<file path="src/rtl/frame_buffer_controller_pkg.sv">
// Shared types for the frame buffer controller: per-buffer ownership states,
// buffer index type and the saturating drop counter helper.
package BufferControllerTypes;

  localparam int BUF_IDX_W = 2;

  typedef enum logic [2:0] {
    AVAILABLE  = 3'd0,
    WRITE_BUSY = 3'd1,
    UPDATED    = 3'd2,
    READ_BUSY  = 3'd3,
    DISPLAYED  = 3'd4
  } BufferStates;

  typedef logic [BUF_IDX_W-1:0] buf_idx_t;

  function automatic logic [7:0] sat_add(input logic [7:0] a, input logic [1:0] b);
    logic [8:0] s;
    s = {1'b0, a} + {7'd0, b};
    return s[8] ? 8'hFF : s[7:0];
  endfunction

endpackage

</file>
<file path="src/rtl/frame_buffer_controller_if.sv">
// Writer/reader handshake bundle between the camera/display clients and the controller.
interface frame_buffer_controller_if #(
  parameter int IDX_W = 2
);
  logic             wr_req, wr_done, wr_drop;
  logic             wr_grant, wr_deny;
  logic [IDX_W-1:0] wr_idx;
  logic             rd_req, rd_done;
  logic             rd_grant;
  logic [IDX_W-1:0] rd_idx;
  logic             rd_empty;
  logic [7:0]       drop_count;
  logic             proto_err;

  modport master (
    output wr_req, wr_done, wr_drop, rd_req, rd_done,
    input  wr_grant, wr_deny, wr_idx, rd_grant, rd_idx, rd_empty, drop_count, proto_err
  );

  modport slave (
    input  wr_req, wr_done, wr_drop, rd_req, rd_done,
    output wr_grant, wr_deny, wr_idx, rd_grant, rd_idx, rd_empty, drop_count, proto_err
  );
endinterface

</file>
<file path="src/rtl/frame_buffer_controller_buffer_select.sv">
// Priority search: lowest-index buffer whose state matches target.
module buffer_select
  import BufferControllerTypes::*;
#(
  parameter int NUM_BUFFERS = 3
) (
  input  BufferStates [NUM_BUFFERS-1:0] states,
  input  BufferStates                   target,
  output logic                          found,
  output buf_idx_t                      idx
);
  always_comb begin
    found = 1'b0;
    idx   = '0;
    for (int i = NUM_BUFFERS - 1; i >= 0; i--) begin
      if (states[i] == target) begin
        found = 1'b1;
        idx   = buf_idx_t'(i);
      end
    end
  end
endmodule

</file>
<file path="src/rtl/frame_buffer_controller.sv">
// Triple-buffer ownership arbiter between one frame writer and one display reader.
// Same-cycle events resolve as a chain: writer completion, reader release, read, write.
module frame_buffer_controller
  import BufferControllerTypes::*;
#(
  parameter int NUM_BUFFERS = 3,
  parameter int IDX_W       = 2
) (
  input  logic                      clk,
  input  logic                      reset,
  frame_buffer_controller_if.slave  bus
);
  BufferStates [NUM_BUFFERS-1:0] st_q, s1, s2, s3, s4;

  logic     wb0_found, rb1_found, rb2_found, upd2_found, dsp2_found, wb3_found, av3_found;
  buf_idx_t wb0_idx, rb1_idx, rb2_idx, upd2_idx, dsp2_idx, wb3_idx, av3_idx;

  logic     err_wr, err_rd, err_rq, err_wq, drop_wr, drop_wq;
  logic     wr_grant_d, wr_deny_d, rd_grant_d, rd_empty_d;
  buf_idx_t wr_idx_d, rd_idx_d;

  logic       wr_grant_q, wr_deny_q, rd_grant_q, rd_empty_q, proto_err_q;
  buf_idx_t   wr_idx_q, rd_idx_q;
  logic [7:0] drop_q;

  buffer_select #(.NUM_BUFFERS(NUM_BUFFERS)) u_sel_wb0  (.states(st_q), .target(WRITE_BUSY), .found(wb0_found),  .idx(wb0_idx));
  buffer_select #(.NUM_BUFFERS(NUM_BUFFERS)) u_sel_rb1  (.states(s1),   .target(READ_BUSY),  .found(rb1_found),  .idx(rb1_idx));
  buffer_select #(.NUM_BUFFERS(NUM_BUFFERS)) u_sel_rb2  (.states(s2),   .target(READ_BUSY),  .found(rb2_found),  .idx(rb2_idx));
  buffer_select #(.NUM_BUFFERS(NUM_BUFFERS)) u_sel_upd2 (.states(s2),   .target(UPDATED),    .found(upd2_found), .idx(upd2_idx));
  buffer_select #(.NUM_BUFFERS(NUM_BUFFERS)) u_sel_dsp2 (.states(s2),   .target(DISPLAYED),  .found(dsp2_found), .idx(dsp2_idx));
  buffer_select #(.NUM_BUFFERS(NUM_BUFFERS)) u_sel_wb3  (.states(s3),   .target(WRITE_BUSY), .found(wb3_found),  .idx(wb3_idx));
  buffer_select #(.NUM_BUFFERS(NUM_BUFFERS)) u_sel_av3  (.states(s3),   .target(AVAILABLE),  .found(av3_found),  .idx(av3_idx));

  // Writer completion; a simultaneous done+drop is treated as a drop.
  always_comb begin
    s1      = st_q;
    err_wr  = 1'b0;
    drop_wr = 1'b0;
    if (bus.wr_done || bus.wr_drop) begin
      if (!wb0_found) begin
        err_wr = 1'b1;
      end else if (bus.wr_drop) begin
        drop_wr = 1'b1;
        err_wr  = bus.wr_done;
        for (int i = 0; i < NUM_BUFFERS; i++)
          if (buf_idx_t'(i) == wb0_idx) s1[i] = AVAILABLE;
      end else begin
        for (int i = 0; i < NUM_BUFFERS; i++) begin
          if (s1[i] == UPDATED) s1[i] = AVAILABLE;
          if (buf_idx_t'(i) == wb0_idx) s1[i] = UPDATED;
        end
      end
    end
  end

  always_comb begin
    s2     = s1;
    err_rd = 1'b0;
    if (bus.rd_done) begin
      if (!rb1_found) err_rd = 1'b1;
      else
        for (int i = 0; i < NUM_BUFFERS; i++)
          if (buf_idx_t'(i) == rb1_idx) s2[i] = DISPLAYED;
    end
  end

  // Reader prefers the newest completed frame, else repeats the displayed one.
  always_comb begin
    s3         = s2;
    err_rq     = 1'b0;
    rd_grant_d = 1'b0;
    rd_empty_d = rd_empty_q;
    rd_idx_d   = rd_idx_q;
    if (bus.rd_req) begin
      if (rb2_found) begin
        err_rq = 1'b1;
      end else begin
        rd_grant_d = 1'b1;
        if (upd2_found) begin
          rd_idx_d   = upd2_idx;
          rd_empty_d = 1'b0;
          for (int i = 0; i < NUM_BUFFERS; i++) begin
            if (s2[i] == DISPLAYED) s3[i] = AVAILABLE;
            if (buf_idx_t'(i) == upd2_idx) s3[i] = READ_BUSY;
          end
        end else if (dsp2_found) begin
          rd_idx_d   = dsp2_idx;
          rd_empty_d = 1'b0;
          for (int i = 0; i < NUM_BUFFERS; i++)
            if (buf_idx_t'(i) == dsp2_idx) s3[i] = READ_BUSY;
        end else begin
          rd_empty_d = 1'b1;
        end
      end
    end
  end

  always_comb begin
    s4         = s3;
    err_wq     = 1'b0;
    drop_wq    = 1'b0;
    wr_grant_d = 1'b0;
    wr_deny_d  = 1'b0;
    wr_idx_d   = wr_idx_q;
    if (bus.wr_req) begin
      if (wb3_found) begin
        err_wq = 1'b1;
      end else if (av3_found) begin
        wr_grant_d = 1'b1;
        wr_idx_d   = av3_idx;
        for (int i = 0; i < NUM_BUFFERS; i++)
          if (buf_idx_t'(i) == av3_idx) s4[i] = WRITE_BUSY;
      end else begin
        wr_deny_d = 1'b1;
        drop_wq   = 1'b1;
      end
    end
  end

  always_ff @(posedge clk) begin
    if (reset) begin
      for (int i = 0; i < NUM_BUFFERS; i++) st_q[i] <= AVAILABLE;
      wr_grant_q  <= 1'b0;
      wr_deny_q   <= 1'b0;
      rd_grant_q  <= 1'b0;
      rd_empty_q  <= 1'b1;
      wr_idx_q    <= '0;
      rd_idx_q    <= '0;
      drop_q      <= '0;
      proto_err_q <= 1'b0;
    end else begin
      st_q        <= s4;
      wr_grant_q  <= wr_grant_d;
      wr_deny_q   <= wr_deny_d;
      rd_grant_q  <= rd_grant_d;
      rd_empty_q  <= rd_empty_d;
      wr_idx_q    <= wr_idx_d;
      rd_idx_q    <= rd_idx_d;
      drop_q      <= sat_add(drop_q, {1'b0, drop_wr} + {1'b0, drop_wq});
      proto_err_q <= proto_err_q | err_wr | err_rd | err_rq | err_wq;
    end
  end

  assign bus.wr_grant   = wr_grant_q;
  assign bus.wr_deny    = wr_deny_q;
  assign bus.wr_idx     = IDX_W'(wr_idx_q);
  assign bus.rd_grant   = rd_grant_q;
  assign bus.rd_idx     = IDX_W'(rd_idx_q);
  assign bus.rd_empty   = rd_empty_q;
  assign bus.drop_count = drop_q;
  assign bus.proto_err  = proto_err_q;
endmodule

</file>
<file path="src/flat_wrapper.sv">
// flat-port wrapper written by rule: the top's interface ports become plain ports
module frame_buffer_controller_flat import BufferControllerTypes::*;
#(
  parameter int NUM_BUFFERS = 3,
  parameter int IDX_W       = 2
)
  (clk, reset, bus_wr_req, bus_wr_done, bus_wr_drop, bus_rd_req, bus_rd_done, bus_wr_grant, bus_wr_deny, bus_wr_idx, bus_rd_grant, bus_rd_idx, bus_rd_empty, bus_drop_count, bus_proto_err);
  frame_buffer_controller_if #(.IDX_W(IDX_W)) bus_i ();
  input  logic clk;
  input  logic reset;
  input wire logic [$bits(bus_i.wr_req)-1:0] bus_wr_req;
  input wire logic [$bits(bus_i.wr_done)-1:0] bus_wr_done;
  input wire logic [$bits(bus_i.wr_drop)-1:0] bus_wr_drop;
  input wire logic [$bits(bus_i.rd_req)-1:0] bus_rd_req;
  input wire logic [$bits(bus_i.rd_done)-1:0] bus_rd_done;
  output wire logic [$bits(bus_i.wr_grant)-1:0] bus_wr_grant;
  output wire logic [$bits(bus_i.wr_deny)-1:0] bus_wr_deny;
  output wire logic [$bits(bus_i.wr_idx)-1:0] bus_wr_idx;
  output wire logic [$bits(bus_i.rd_grant)-1:0] bus_rd_grant;
  output wire logic [$bits(bus_i.rd_idx)-1:0] bus_rd_idx;
  output wire logic [$bits(bus_i.rd_empty)-1:0] bus_rd_empty;
  output wire logic [$bits(bus_i.drop_count)-1:0] bus_drop_count;
  output wire logic [$bits(bus_i.proto_err)-1:0] bus_proto_err;
  assign bus_i.wr_req = bus_wr_req;
  assign bus_i.wr_done = bus_wr_done;
  assign bus_i.wr_drop = bus_wr_drop;
  assign bus_i.rd_req = bus_rd_req;
  assign bus_i.rd_done = bus_rd_done;
  assign bus_wr_grant = bus_i.wr_grant;
  assign bus_wr_deny = bus_i.wr_deny;
  assign bus_wr_idx = bus_i.wr_idx;
  assign bus_rd_grant = bus_i.rd_grant;
  assign bus_rd_idx = bus_i.rd_idx;
  assign bus_rd_empty = bus_i.rd_empty;
  assign bus_drop_count = bus_i.drop_count;
  assign bus_proto_err = bus_i.proto_err;
  frame_buffer_controller #(.NUM_BUFFERS(NUM_BUFFERS), .IDX_W(IDX_W)) u_core (.clk(clk), .reset(reset), .bus(bus_i));
endmodule
</file>
<file path="config.mk">
export PLATFORM = sky130hd
export DESIGN_NAME = frame_buffer_controller_flat
export DESIGN_NICKNAME = d
export VERILOG_FILES = /design/src/rtl/frame_buffer_controller_pkg.sv /design/src/rtl/frame_buffer_controller_if.sv /design/src/rtl/frame_buffer_controller_buffer_select.sv /design/src/rtl/frame_buffer_controller.sv /design/src/flat_wrapper.sv
export SDC_FILE = /design/constraint.sdc
export NUM_CORES = 1
export LEC_CHECK = 0
export ABC_CLOCK_PERIOD_IN_PS = 11330
export BUFFER_PORTS_ARGS = -buffer_cell sky130_fd_sc_hd__buf_4
export CELL_PAD_IN_SITES_DETAIL_PLACEMENT = 1
export CELL_PAD_IN_SITES_GLOBAL_PLACEMENT = 1
export CORE_ASPECT_RATIO = 0.6
export CORE_MARGIN = 5
export CORE_UTILIZATION = 40
export DETAILED_ROUTE_END_ITERATION = 10
export PLACE_DENSITY = 0.83
export SLEW_MARGIN = 20
export SYNTH_ARGS = -nofsm -noshare
export SYNTH_HDL_FRONTEND = slang
export SYNTH_SLANG_ARGS = --single-unit
export TNS_END_PERCENT = 10
</file>
<file path="constraint.sdc">
create_clock -name clk -period 11.33 [get_ports clk]
set_input_delay 2.266 -clock clk [delete_from_list [all_inputs] [get_ports clk]]
set_output_delay 2.266 -clock clk [all_outputs]
set_load 0.1 [all_outputs]
</file>
==> metrics.md, run 1 <==
| Metric | Value |
|---|---|
| Worst VDD drop | `between 0.00007 and 0.00008 V` |
| Post-CTS sizing | `0` |
| Worst reg2reg setup slack | `approximately 7100 ps` |
| Initial antenna violation count | `0` |
| Net switching power | `0.0000798 W` |
| Final Max Slew Viols | `0` |
| Fillers | `555` |
| Crit-path slowest cell | `o32ai_1` |
| Routability-driven placement congestion ratio | `roughly 0.96` |
| Critical setup path kind | `input pin to flop` |
| Setup repair after global routing missed its margin | `no` |
| Min-delay worst type | `flop to flop` |
| IO buf count | `23` |
| Max_cap viols | `0` |
| CTS max path bufs | `2` |
| Int Power | `between 0.0001 and 0.00015 W` |
| Post-synthesis async set-or-reset flop share | `0` |
| Logic pwr share | `0.292` |
| Routed Wire Length | `around 5500 um` |
| Post-Syn Nets | `229` |
| Die W | `just under 100 um` |
| Pre-CTS WS | `approximately 5600 ps` |
| Largest net degree at the start of global routing | `28` |
| Layout cells sized above 1 | `0.182` |
| Worst path required time | `~11000 ps` |
| Main synth FF type | `dfxtp_1` |
| Dpl cells | `290` |
| CTS clk-pin slew, worst paths | `~90 ps` |
| Post-synthesis register bit count | `26` |
| First-pass DRT Iterations | `5` |
| Max incr delay on CP | `around 530 ps` |
| Crit path cell chain | `buf_4 > inv_1 > maj3_1 > o32ai_1 > o21ai_1 > a311oi_2 > o21bai_1 > nand2b_1 > nor2_1 > fa_1 > ha_1 > and3_1 > nand3_1 > a21oi_1` |
| First-pass GRT wire length | `9270 um` |
| Sequential group share of total power | `0.443` |
| Startpoint types | `input pin` |
| Synth Area per Inst | `8.35 um2` |
| Synth Cell Area | `~0.0018 mm2` |
| Synth cell types | `60` |
| Worst slew pin tran | `611 ps` |
| Final Skew | `approximately 7.3 ps` |
| Final Cycle Share | `0.498` |
| Share of the synthesized area in the top cell type | `0.283` |
| R2R cell count | `13` |
| Crit-path max FO | `10` |
| Ant diodes | `0` |
| Top-count cell post-synth | `dfxtp_1` |
| Sw Share | `0.354` |
| Reg-to-reg endpoint | `u_core.bus.drop_count[0]` |
| Total GRT Usage | `0.183` |
| Routed len/inst | `between 15 and 20 um` |
| Pleak | `between 0.8 and 0.9 nW` |
| DRT iter0 DRCs | `164` |
| CP arrival | `~5800 ps` |
| CTS Buf Count | `3` |
| Worst Setup EP | `u_core.bus.drop_count[0]` |
| Boundary Pins | `24` |
| Starting density of the core | `0.407` |
| CP delay by family, top | `compound AO/OA/AOI/OAI gates` |
| Root Buffer | `clkbuf_8` |
| Die area | `just over 0.006 mm2` |
| Crit end category | `flop` |
| Chip Height | `around 63 um` |
| Buf/Inv on CP | `2` |
| Routed vias/inst | `~6.1` |
| CP Depth | `14` |
| Crit path from | `bus_rd_done` |
| Power Dens Cells | `approximately 110 mW/mm2` |
| Fin cells | `between 200 and 300` |
| Setup TNS | `0 ps` |
| Number of global-route vias before repair | `about 1800` |
| H-tree Lvls | `1` |
| Syn Inst Count | `220` |
| Hold_buf cts | `0` |
| Post-synth EDFFs | `0` |
| Final setup viols | `0` |
| PnR worst setup slack | `roughly 5700 ps` |
| Nets | `approximately 240` |
| CTS tree | `yes` |
| Core area | `0.00452 mm2` |
| Global route overflow | `0` |
| Vias | `1805` |
| Setup Buffers After CTS | `0` |
| Post-DRT Antenna Nets | `0` |
| Status | `complete, no violations` |
| Site Rows | `19` |
| Area contributors post-synth | `dfxtp_1 28%, a21oi_1 6.5%, nor2_1 4.3%, nand3_1 2.7%, nor2b_1 2.7%` |
| Clock tree sinks | `26` |
| DRC | `0` |
| Area leader, netlist | `dfxtp_1` |
| Synth cell count leaders | `26 x dfxtp_1, 24 x a21oi_1, 21 x nor2_1, 10 x nand3_1` |
| Post-DP HPWL | `roughly 4200 um` |
| Yosys warning total | `0` |
| Clk_lat worst skew | `between 200 and 300 ps` |
| Min cycle time layout | `around 5600 ps` |
| Slew headroom | `0.592` |
| Final Hold Viols | `0` |
| Critical R2R Launch | `u_core.st_q[8]` |
| Sequential share of the synthesized area | `0.283` |
| Fmax achieved | `177 MHz` |
| Clk pwr share | `0.265` |
| Layout area overhead | `11.2%` |
[final cells by class]
class	instances	area (um2)	share of cell area
Inverter	4	15.0	0.00734
Sequential cell	26	520	0.255
Clock buffer	4	55.1	0.0269
Tap cell	63	78.8	0.0386
Multi-Input combinational cell	174	1200	0.588
Timing Repair Buffer	23	173	0.0845
[worst min path at each step]
| stage | from | endpoint | slack, ps | depth (start not counted) |
|---|---|---|---|---|
| 4_1_cts | u_core.bus.rd_idx[1] | u_core.bus.rd_idx[1] | 490 | 2 |
| 5_1_grt | u_core.bus.rd_idx[1] | u_core.bus.rd_idx[1] | 530 | 2 |
| 3_5_place_dp | u_core.bus.rd_idx[1] | u_core.bus.rd_idx[1] | 480 | 2 |
| 6_report | u_core.bus.rd_idx[1] | u_core.bus.rd_idx[1] | 480 | 2 |
| 3_3_place_gp | u_core.bus.rd_idx[1] | u_core.bus.rd_idx[1] | 460 | 2 |
| 2_1_floorplan | u_core.st_q[2] | u_core.st_q[2] | 630 | 3 |
[worst register-to-register path: cells and delay by family (launching register included)]
kind	cells	cell delay, ps
fa+ha+maj	3	1080
simple gates	5	980
flops	1	540
compound gates	5	1540
[per-stage QoR]
step / util / power, W / area, um2 / hold WS (ps)
CTS: 0.453 / 0.000226 / 2040 / 492
detailed placement: 0.440 / 0.000167 / 1990 / 479
global placement: 0.440 / 0.000166 / 1990 / 460
global route: 0.453 / 0.000235 / 2040 / 530
floorplan: - / 0.000153 / 1840 / 633
finish: 0.453 / 0.000225 / 2040 / 485
[sequential cells by signal, indices dropped and copies added (netlist names)]
| register | cells |
|---|---|
| u_core.bus.drop_count | 8 |
| u_core.bus.proto_err | 1 |
| u_core.bus.rd_empty | 1 |
| u_core.bus.rd_grant | 1 |
| u_core.bus.rd_idx | 2 |
| u_core.bus.wr_deny | 1 |
| u_core.bus.wr_grant | 1 |
| u_core.bus.wr_idx | 2 |
| u_core.st_q | 9 |
[placed cells by master (no fill, tap or decap), types with 4 or more instances in the layout]
master and instances:
o21ai_0 7, o21a_1 4, a21oi_1 24, nand2b_1 7
and3_1 5, clkbuf_8 4, nand2_1 6, buf_4 23
or3_1 4, nor2b_1 8, nand3_1 10, dfxtp_1 26
nor3_1 8, inv_1 4, nor3b_1 5, nor2_1 21
a31oi_1 7
[per-layer routing]
| metal | part of all wire | track usage | vias up |
|---|---|---|---|
| met1 | 0.49 | 0.276 | 871 |
| met2 | 0.41 | 0.259 | 79 |
| met3 | 0.084 | 0.0524 | 10 |
| li1 | - | - | 845 |
| met4 | 0.013 | 0.0311 | 0 |
| met5 | 0 | 0 | - |
[kinds of logic after synthesis]
kind of cell	synth area share
mux	0.00545
compound gates	0.305
buf+inv	0.0626
flops	0.283
xor+xnor	0.0191
fa+ha+maj	0.0347
simple gates	0.290
[power groups by stage]
stage,logic (W),clock network [W],registers (W)
CTS,0.0000651,0.0000612,0.0000997
floorplan,0.0000365,0,0.000117
global route,0.0000700,0.0000641,0.000100
detailed placement,0.0000648,0,0.000102
finish,0.0000658,0.0000596,0.0000999
global placement,0.0000640,0,0.000102
Note: power is estimated with default switching activity, not from simulation.
==> run 2: changes to the inputs <==
--- a/config.mk
+++ b/config.mk
@@ -5,7 +5,8 @@
 export SDC_FILE = /design/constraint.sdc
 export NUM_CORES = 1
 export LEC_CHECK = 0
-export ABC_CLOCK_PERIOD_IN_PS = 11330
+export ABC_AREA = 1
+export ABC_CLOCK_PERIOD_IN_PS = 5370
 export BUFFER_PORTS_ARGS = -buffer_cell sky130_fd_sc_hd__buf_4
 export CELL_PAD_IN_SITES_DETAIL_PLACEMENT = 1
 export CELL_PAD_IN_SITES_GLOBAL_PLACEMENT = 1
@@ -13,7 +14,7 @@
 export CORE_MARGIN = 5
 export CORE_UTILIZATION = 40
 export DETAILED_ROUTE_END_ITERATION = 10
-export PLACE_DENSITY = 0.83
+export PLACE_DENSITY = 0.87
 export SLEW_MARGIN = 20
 export SYNTH_ARGS = -nofsm -noshare
 export SYNTH_HDL_FRONTEND = slang
==> constraint.sdc (replaced) <==
create_clock -name clk -period 5.37 [get_ports clk]
set_input_delay 1.074 -clock clk [delete_from_list [all_inputs] [get_ports clk]]
set_output_delay 1.074 -clock clk [all_outputs]
set_load 0.1 [all_outputs]
==> metrics.md, run 2 <==
| Metric | Value |
|---|---|
| Status | `complete, no violations` |
| Top-count cell post-synth | `nand2_1` |
| Slew headroom | `0.712 (+0.120)` |
| Critical R2R Launch | `u_core.st_q[8]` |
| CTS clk-pin slew, worst paths | `100 ps (about the same)` |
| Crit path from | `bus_wr_drop` |
| Total power draw | `0.00116 W (+420%)` |
| Yosys warning total | `0 (unchanged)` |
| CTS tree | `yes` |
| Setup repair after global routing missed its margin | `no` |
| Final Cell Area | `0.00201 mm2 (-1.6%)` |
| Critical setup path kind | `input pin to flop` |
| Max_cap viols | `0 (unchanged)` |
| Buf/Inv on CP | `5 (+3)` |
| Clk_lat worst skew | `280 ps (about the same)` |
| Fmax achieved | `around 230 MHz` |
| Final Hold Viols | `0 (unchanged)` |
| Routed vias/inst | `5.06 (-18%)` |
| Area contributors post-synth | `dfxtp_1 30%, nand2_1 11%, inv_1 7.0%, nand2_2 6.9%, nor2_1 6.1%` |
| Synth cell types | `32 (-47%)` |
| Share of the synthesized area in the top cell type | `0.301 (+0.0180)` |
| Routability-driven placement congestion ratio | `0.856 (-11%)` |
| Die W | `94.9 um (-2.7%)` |
| Final Max Slew Viols | `0 (unchanged)` |
| Boundary Pins | `24 (unchanged)` |
| Met3 Routed Length | `327 um (-30%)` |
| M1 WL | `2540 um (-6.0%)` |
| Hold_buf cts | `0 (unchanged)` |
| Most common cell after layout, fill and taps aside | `nand2_1` |
| Crit end category | `flop` |
| Ant diodes | `0 (unchanged)` |
| Initial antenna violation count | `0 (unchanged)` |
| CTS max path bufs | `2 (unchanged)` |
| Routed len/inst | `14.7 um (-22%)` |
| Final Skew | `2.62 ps (-4.69 ps)` |
| Layout area overhead | `16.4%` |
| Fillers | `575 (+3.6%)` |
| Core area | `0.00414 mm2 (-8.3%)` |
| Worst reg2reg setup slack | `1370 ps (-5720 ps)` |
| Post-DRT Antenna Nets | `0 (unchanged)` |
| First-pass GRT wire length | `8450 um (-8.9%)` |
| Area leader, netlist | `dfxtp_1` |
| Dpl cell area | `0.00196 mm2 (-1.6%)` |
| Largest net degree at the start of global routing | `25 (-11%)` |
| Main synth FF type | `dfxtp_1` |
| Pre-CTS WS | `709 ps (-4870 ps)` |
| Synth Area per Inst | `6.70 um2 (-20%)` |
| Min cycle time layout | `approximately 4400 ps` |
| Post-synthesis register bit count | `26 (unchanged)` |
| Hold path start | `u_core.bus.wr_idx[1]` |
| Number of global-route vias before repair | `1727 (-3.0%)` |
| Finished Core Util | `0.486 (+0.0329)` |
| H-tree Lvls | `1 (unchanged)` |
| Post-CTS sizing | `0 (unchanged)` |
| Post-Syn Nets | `267 (+17%)` |
| CP arrival | `4600 ps (-1190 ps)` |
| Syn Inst Count | `258 (+17%)` |
| Routed Wire Length | `5030 um (-9.0%)` |
| DR WL met2 | `2140 um (-6.1%)` |
| DRT iter0 DRCs | `112 (-32%)` |
| Power Dens Cells | `577 mW/mm2 (+420%)` |
| Most Frequent Cell on Critical Path | `nor2_1` |
| Starting density of the core | `0.417 (+0.0100)` |
| Startpoint types | `input pin` |
| Sequential share of the synthesized area | `0.301 (+0.0180)` |
| Nets | `292 (+21%)` |
| Worst path required time | `5550 ps (-5930 ps)` |
| CTS Buf Count | `3 (unchanged)` |
| Final Cycle Share | `0.823` |
| Post-synth EDFFs | `0 (unchanged)` |
| Post-DP HPWL | `4110 um (-2.6%)` |
| Most frequent cells in the layout | `51 x nand2_1, 32 x inv_1, 28 x nor2_1, 26 x dfxtp_1, 23 x buf_4` |
| CP delay by family, top | `simple AND/OR/NAND/NOR gates` |
| Post-synthesis async set-or-reset flop share | `0 (unchanged)` |
| Chip Height | `60.9 um (-2.6%)` |
| Pleak | `0.997 nW (+22%)` |
| Clock tree sinks | `26 (unchanged)` |
| Crit-path max FO | `6 (-4)` |
| PnR worst setup slack | `953 ps (-4730 ps)` |
| Synth Cell Area | `0.00173 mm2 (-6.0%)` |
| First-pass DRT Iterations | `4 (-1)` |
| Vias | `1732 (-4.0%)` |
| Site Rows | `18 (-1)` |
| Final setup viols | `0 (unchanged)` |
| Layout cells sized above 1 | `0.277 (+0.0948)` |
| Die area | `0.00578 mm2 (-5.2%)` |
| Total GRT Usage | `0.190 (+0.00667)` |
| Register bank with the most flops | `u_core.st_q` |
| Root Buffer | `clkbuf_8` |
| Max incr delay on CP | `380 ps (-150 ps)` |
| Global route overflow | `0 (unchanged)` |
| Worst slew pin tran | `428 ps (-183 ps)` |
| Setup Buffers After CTS | `0 (unchanged)` |
| Min-delay worst type | `flop to flop` |
| Max layer used | `met4` |
| Worst VDD drop | `0.000351 V (+360%)` |
| Max reg flops | `9 (unchanged)` |
| Setup TNS | `0 ps (unchanged)` |
| IO buf count | `23 (unchanged)` |
| Synth cell count leaders | `51 x nand2_1, 32 x inv_1, 28 x nor2_1, 26 x dfxtp_1` |
| Crit-path slowest cell | `fa_1` |
| DRC | `0 (unchanged)` |
[run 2: worst paths after layout]
path	to	depth (start not counted)
worst min register to register	u_core.bus.wr_idx[1]	2
worst min-delay path	u_core.bus.wr_idx[1]	2
worst max-delay path	u_core.bus.drop_count[5]	25
worst max register to register	u_core.bus.drop_count[5]	31
[run 2: worst reg2reg max path, delay by kind of cell (launching register included)]
| family | cells | cell delay [ps] |
|---|---|---|
| flops | 1 | 410 |
| fa+ha+maj | 2 | 600 |
| compound gates | 3 | 410 |
| simple gates | 19 | 1860 |
| buf+inv | 7 | 600 |
[run 2: metal layers]
metal / vias to the layer above / global-route usage
met2: 41 / 0.309
li1: 874 / -
met1: 814 / 0.274
met3: 3 / 0.0335
met5: - / 0
met4: 0 / 0.0205
[run 2: stage by stage]
stage | instances | hold WS [ps]
6_report | 342 | 475
5_1_grt | 342 | 492
4_1_cts | 342 | 470
2_1_floorplan | 258 | 606
3_5_place_dp | 338 | 456
3_3_place_gp | 338 | 449
[run 2: final cells by class]
type	instances	area (um2)	share of cell area
clock buffers	4	55.1	0.0274
multi-input cells	187	1030	0.512
well taps	60	75.1	0.0373
flip-flops and latches	26	520	0.259
repair buffers	23	173	0.0858
inverters	42	158	0.0784
[run 2: cell families after synthesis]
group | count (synthesis) | share of synthesized area
simple gates | 143 | 0.430
buf+inv | 45 | 0.102
compound gates | 38 | 0.127
flops | 26 | 0.301
xor+xnor | 4 | 0.0203
fa+ha+maj | 2 | 0.0188
[run 2: power by group]
part / leakage [nW] / switching (W) / internal (W)
Combinational: 0.757 / 0.000555 / 0.000218
Clock: 0.0288 / 0.0000682 / 0.0000658
Sequential: 0.211 / 0.0000244 / 0.000230
